## src/rtl/sr_ctrl_pkg.sv

```systemverilog
// Shared types for the shift-register sequencer.
package sr_ctrl_pkg;

  // Sequencer states.
  typedef enum logic [1:0] {
    IDLE  = 2'd0,
    LOAD  = 2'd1,
    SHIFT = 2'd2,
    DONE  = 2'd3
  } sr_state_e;

  // Frame direction, latched when a frame is accepted.
  typedef enum logic {
    PISO = 1'b0,
    SIPO = 1'b1
  } sr_mode_e;

  // Prescaler width. Kept at least one bit so DIV=1 still gets a legal vector.
  function automatic int presc_width(input int div);
    return (div > 1) ? $clog2(div) : 1;
  endfunction

endpackage

```

## src/rtl/shift_counter.sv

```systemverilog
// Prescaler plus bit counter. Emits one tick every DIV enabled cycles and
// counts ticks modulo WIDTH; last marks the WIDTH-th tick of a frame.
module shift_counter
  import sr_ctrl_pkg::*;
#(
  parameter int WIDTH = 8,
  parameter int DIV   = 1,
  localparam int CNT_W = $clog2(WIDTH)
) (
  input  logic             clk,
  input  logic             rst_n,
  input  logic             en,
  input  logic             clr,
  output logic             tick,
  output logic             last,
  output logic [CNT_W-1:0] bit_cnt
);

  localparam int PW = presc_width(DIV);
  localparam logic [PW-1:0]    PRESC_MAX = PW'(DIV - 1);
  localparam logic [CNT_W-1:0] CNT_MAX   = CNT_W'(WIDTH - 1);

  logic [PW-1:0] presc;

  // Tick and last are decoded from registered counters gated by the
  // (registered) enable, so they carry no input-to-output path.
  always_comb begin
    tick = en && (presc == PRESC_MAX);
    last = tick && (bit_cnt == CNT_MAX);
  end

  // Prescaler and bit counter; clr wins over counting.
  always_ff @(posedge clk or negedge rst_n) begin
    if (!rst_n) begin
      presc   <= '0;
      bit_cnt <= '0;
    end else if (clr) begin
      presc   <= '0;
      bit_cnt <= '0;
    end else if (en) begin
      if (presc == PRESC_MAX) begin
        presc   <= '0;
        bit_cnt <= (bit_cnt == CNT_MAX) ? '0 : bit_cnt + 1'b1;
      end else begin
        presc <= presc + 1'b1;
      end
    end
  end

endmodule

```

## src/rtl/shift_reg_ctrl.sv

```systemverilog
// Frame sequencer for the SIPO/PISO datapath: drives load, shift and out
// strobes for one WIDTH-bit frame per accepted start.
//
// Handshake: start is a request qualified by ready. A frame is accepted on
// the rising edge where start=1, ready=1 and abort=0; any other start is
// dropped, never queued. ready is high only in IDLE and DONE.
module shift_reg_ctrl
  import sr_ctrl_pkg::*;
#(
  parameter int WIDTH = 8,
  parameter int DIV   = 1,
  localparam int CNT_W = $clog2(WIDTH)
) (
  input  logic             clk,
  input  logic             rst_n,
  input  logic             start,
  input  logic             mode,
  input  logic             abort,
  output logic             ready,
  output logic             busy,
  output logic             load,
  output logic             shift,
  output logic             out,
  output logic [CNT_W-1:0] bit_cnt,
  output sr_state_e        dbg_state
);

  sr_state_e state, state_next;
  sr_mode_e  mode_q;
  logic      accept;
  logic      cnt_en;
  logic      cnt_clr;
  logic      tick;
  logic      last;

  shift_counter #(
    .WIDTH(WIDTH),
    .DIV  (DIV)
  ) u_counter (
    .clk    (clk),
    .rst_n  (rst_n),
    .en     (cnt_en),
    .clr    (cnt_clr),
    .tick   (tick),
    .last   (last),
    .bit_cnt(bit_cnt)
  );

  // State register and mode latch.
  always_ff @(posedge clk or negedge rst_n) begin
    if (!rst_n) begin
      state  <= IDLE;
      mode_q <= PISO;
    end else begin
      state <= state_next;
      if (accept) mode_q <= sr_mode_e'(mode);
    end
  end

  // Next-state logic; abort overrides every transition.
  always_comb begin
    state_next = state;
    accept     = 1'b0;
    case (state)
      IDLE, DONE: begin
        state_next = IDLE;
        if (start && !abort) begin
          accept     = 1'b1;
          state_next = mode ? SHIFT : LOAD;
        end
      end
      LOAD:    state_next = abort ? IDLE : SHIFT;
      SHIFT: begin
        if (abort)     state_next = IDLE;
        else if (last) state_next = DONE;
      end
      default: state_next = IDLE;
    endcase
  end

  // Counter control: runs only in SHIFT; held clear elsewhere so the
  // prescaler starts from zero on every entry and abort zeroes bit_cnt.
  always_comb begin
    cnt_en  = (state == SHIFT);
    cnt_clr = abort || (state != SHIFT);
  end

  // Moore output decode from registered state.
  always_comb begin
    ready     = (state == IDLE) || (state == DONE);
    busy      = (state == LOAD) || (state == SHIFT);
    load      = (state == LOAD) && (mode_q == PISO);
    shift     = tick;
    out       = (state == DONE);
    dbg_state = state;
  end

endmodule

```

## config.mk

```make
export PLATFORM = sky130hd
export DESIGN_NAME = shift_reg_ctrl
export DESIGN_NICKNAME = d
export VERILOG_FILES = /design/src/rtl/sr_ctrl_pkg.sv /design/src/rtl/shift_counter.sv /design/src/rtl/shift_reg_ctrl.sv
export SDC_FILE = /design/constraint.sdc
export NUM_CORES = 1
export LEC_CHECK = 0
export CELL_PAD_IN_SITES_DETAIL_PLACEMENT = 0
export CELL_PAD_IN_SITES_GLOBAL_PLACEMENT = 1
export CORE_AREA = 4 4 41 43
export CTS_CLUSTER_SIZE = 40
export DETAILED_ROUTE_END_ITERATION = 8
export DIE_AREA = 0 0 45 47
export GPL_TIMING_DRIVEN = 0
export HOLD_SLACK_MARGIN = 0.12
export PLACE_DENSITY_LB_ADDON = 0.1
export SYNTH_ARGS = -nofsm -noshare
export SYNTH_HDL_FRONTEND = slang
export SYNTH_SLANG_ARGS = --single-unit
```

## constraint.sdc

```tcl
create_clock -name clk -period 1.4 [get_ports clk]
set_input_delay 0.42 -clock clk [delete_from_list [all_inputs] [get_ports clk]]
set_output_delay 0.42 -clock clk [all_outputs]
set_load 0.01 [all_outputs]
```

Word level (Yosys, flattened, before mapping) --
Cells that the tools add are included.
Cells by class: add/subtract/negate cells 2, multiply operators 0, div/mod/pow operators 0, magnitude comparators 0, equality and inequality tests 7, shift operators 0, muxes and demuxes 15, bitwise operators 2, reductions and logical operators 12
Operators with widths (number):
- 2-to-1 mux 3 bit | 4
- 2-to-1 mux 2 bit | 5
- case mux 2 bit (3 select lines) | 1
- 2-to-1 mux 1 bit | 5
- equality test 2 bit, second input constant | 2
- logical AND 1 bit | 4
- inequality test 2 bit, second input constant | 2
- adder 3 x 1 -> 3 bit, second input constant | 1
- equality test 3 bit, second input constant | 1
- logical OR 1 bit | 3
- inequality test 3 bit, second input constant | 1
- equality test 2 x 1 -> 1 bit, second input constant | 1
- zero test 2 bit | 1
- NOT 1 bit | 2
- AND reduction 2 bit | 1
- nonzero test 2 bit | 1
- OR reduction 2 bit | 1
- adder 1 bit, second input constant | 1
- zero test 1 bit | 1
Storage, ports and cells: register bits 7, bits in latches 0, memory bits (writable) 0, ROM bits 0, logic and storage cells 42, memories kept 0

Logic depth before layout (Yosys ltp) --
depth in word-level cells 6, gate-level depth with buffers 4, depth with buffers taken out 4

By module --
From an unflattened synthesis, not the netlist that was laid out.
Second synthesis, totals: cell total of the unflattened synthesis 35, area total of the unflattened synthesis 375.4 µm²
Modules (own cells, without submodules):
- shift_reg_ctrl | times used 1, cells each 21, area an instance 210.2 µm²
- shift_counter | times used 1, cells each 14, area an instance 165.2 µm²

Worst setup path before layout --
OpenSTA, ideal clock, no wires.
path kind reg-to-reg, start register state[0], in the netlist dbg_state[0], end register mode_q, arrival time 1311 ps, required time 1275 ps, path slack -36 ps, stages on the path, launching flop included 5, clock period less this slack 1436 ps, cells stage by stage dfrtp_1 -> inv_1 -> ha_1 -> nand3b_1 -> mux2_4
Between the ends: cells in the longest elaborated chain, start to end 3, elaborated cells on any way between the ends 4, classes of those cells 1 x eq/ne; 1 x mux; 2 x reduce/logical
Ends and longest elaborated chain:
- start: declaration | line shift_reg_ctrl.sv:28 | sr_state_e state, state_next;
- start signal: assignment | line shift_reg_ctrl.sv:55 | state <= state_next;
- equality test 2 bit or zero test 2 bit (tied branches) | line shift_reg_ctrl.sv:64 | case (state)
- OR reduction 2 bit (*) | line shift_reg_ctrl.sv:64
- 2-to-1 mux 1 bit (*) | line shift_reg_ctrl.sv:64
- end signal: assignment | line shift_reg_ctrl.sv:56 | if (accept) mode_q <= sr_mode_e'(mode);
- end: declaration | line shift_reg_ctrl.sv:29 | sr_mode_e mode_q;
Every way passes the cells marked *; elsewhere a longest branch is shown, timed or not. A chain may end at the register's enable or synchronous reset.

Worst setup path in the final report --
start register state[0], in the netlist dbg_state[0], end output busy
Between the ends: cells in the longest elaborated chain, start to end 2, elaborated cells on any way between the ends 3, classes of those cells 2 x eq/ne; 1 x reduce/logical
Ends and longest elaborated chain:
- equality test 2 x 1 -> 1 bit or equality test 2 bit (tied branches) | line shift_reg_ctrl.sv:91 | busy = (state == LOAD) || (state == SHIFT);
- logical OR 1 bit (*) | line shift_reg_ctrl.sv:91
- end: declaration | line shift_reg_ctrl.sv:20 | output logic busy,
Marked as above.

==> results.cfg <==
[run_status]
status = finished, violations left
violations = setup timing

[routing]
num_vias = 307
routed_wl_um = 926
avgRoutedWirePerCell_um = 14.03
ant_nets = 0
drt_iter0_drc = 1
via_per_inst = 4.652
drc_errors = 0
firstDrtPassIters = 2

[place]
portBuffers = 14
gp_congestion = 0.7129
placed_area_um2 = 536.8
place_inst = 57

[finish]
final_cell_count_no_fill = 66
utilization_pct = 45.77
nets = 63
final_common_cell = buf_4
stdcell_area_um2 = 595.6
drive_gt1_share_pct = 56.86
syn_to_final_growth_pct = 63.01
final_cell_mix = buf_4, buf_2, clkdlybuf4s50_1, dfrtp_1
antenna_cells = 0

[global_routing]
grt_pass1_vias = 315
grt_usage_pct = 10.40
grt_pass1_wl_um = 1428
grt_start_max_net_pins = 8
grt.overflow.total = 0
antenna_found_initial = 0

[synth]
syn_area_um2 = 365.4
synth_cell_types = 16
yosysTopAreaCellShare_pct = 41.10
avgSynthCellArea_um2 = 13.05
seq_area_frac_synth_pct = 41.10
ys_top_cells_by_area = dfrtp_1, ha_1, o41ai_2
syn_nets = 38
ys_ff_latch = 6
yosysTopAreaCell = dfrtp_1
syn_inst = 28
ys.warnings.count = 0

[critical_path]
worst_ep_arrival_time_ps = 1160
crit_path_max_fanout = 4
cp-end-kind = output port
crit_chain = inv_2, ha_4, inv_2, buf_6
cp.required_ps = 980
critical_path_class = reg2out
crit_top_cell = inv_2
cpPeakStageDelay_ps = 400
crit_slowest_cell = dfrtp_2
cp-start-kind = flop

[timing]
slew_viol_final = 0
hold_violations = 0
fmax_mhz = 633.5
fin_crit_ps = 1579
finalSetupTns_ps = -691.9
skew_ps = 5.507
setup_viol = 6
max_slew_margin_pct = 79.95
setup_ws_ps = -178.5
tightest_slew_ps = 299.8
rsz0062_at_grt = true
min_period_over_period_pct = 112.8

[clock_tree]
cts_buffers = 3
clockRootBuffer = clkbuf_4
cts_sinks = 6
cts_tree = done
postCtsHoldBufs = 0
htree_levels = 1
cts.path.max_buffers = 2
cts.clk_slew.worst_paths_ps = 50
clk_latency_ps = 250

[pwr]
ir_drop_v = 0.0007441
leakagePower_nw = 0.3087
total_power_mw = 1.013
p_per_area_mw_per_mm2 = 1700

[floorplan]
boundaryPins = 15
core_mm2 = 0.001301
row_count = 13
die_h_um = 47
die_area_mm2 = 0.002115
start_util_pct = 28.08
fp.dieW_um = 45

[hold_path]
hp-class = in2async

[flow_run]
max_cap_viol_count = 0
[worst max-delay path: cells and delay by family (launching register included)]
family | cells | cell delay, ps
flip-flops | 1 | 400
buffers and inverters | 3 | 220
adder cells (fa/ha/maj) | 1 | 290
[kinds of logic (layout without fill, tap and decap cells)]
family / count (synthesis) / after routing / synth area share [%]
simple gates: 9 / 9 / 21.23
flops: 6 / 6 / 41.09
fa+ha+maj: 5 / 5 / 17.12
compound gates: 4 / 4 / 13.36
buf+inv: 3 / 26 / 3.082
mux: 1 / 1 / 4.108
[worst paths after layout]
kind | from | endpoint | cells past startpoint | slack [ps]
setup / recovery | dbg_state[0] | busy | 4 | -180
hold / removal | rst_n | dbg_state[0] | 1 | 420
setup reg to reg | dbg_state[0] | mode_q | 5 | -10
hold reg to reg | u_counter.bit_cnt[0] | u_counter.bit_cnt[0] | 1 | 460
max in group asynchronous | rst_n | dbg_state[1] | 1 | 730
min in group clk | u_counter.bit_cnt[0] | u_counter.bit_cnt[0] | 1 | 460
[cell usage after synthesis]
cell,n
a21bo_1,1
a21boi_0,1
a221oi_2,1
and3b_1,1
and3b_2,1
dfrtp_1,6
ha_1,5
inv_1,3
mux2_4,1
nand3b_1,2
nand4bb_1,1
nor2b_1,1
nor2b_4,1
nor3_1,1
nor3b_1,1
o41ai_2,1
[through the flow]
step | setup slack (ps) | hold WS (ps)
floorplan | 56.26 | 124.4
global placement | -367.4 | 452.8
detailed placement | -397.0 | 463.3
CTS | -183.1 | 421.3
global route | -212.3 | 443.8
finish | -178.5 | 418.2
[report_power, final]
group	total [mW]	leakage, nW	internal [mW]	switching (mW)
Combinational	0.581	0.218	0.329	0.252
Sequential	0.262	0.0772	0.217	0.0452
Clock	0.169	0.0138	0.0976	0.0713
Total	1.01	0.309	0.644	0.369
[routing by layer]
layer / part of all wire (%) / global-route usage, % / vias to the layer above
li1: - / - / 150
met1: 45 / 11.52 / 143
met2: 44 / 14.97 / 10
met3: 5.9 / 2.682 / 4
met4: 4.8 / 12.28 / 0
met5: 0 / 0 / -
[final cells by class]
cell class | instances | area [µm²]
flip-flops and latches | 6 | 152.6
inverters | 3 | 11.26
multi-input cells | 19 | 231.5
well taps | 15 | 18.77
repair buffers | 20 | 158.9
fillers | 140 | 705.7
clock buffers | 3 | 22.52
[timing repair]
action	CTS	global route
buffers inserted	5	1
endpoints found under the setup margin	10	9
resized for setup	38	4
pin swaps	1	1
[state kept, by name, indices dropped and copies added, names as in the netlist]
name               count
dbg_state              2
u_counter.bit_cnt      3
mode_q                 1
(Power assumes the default switching activity.)
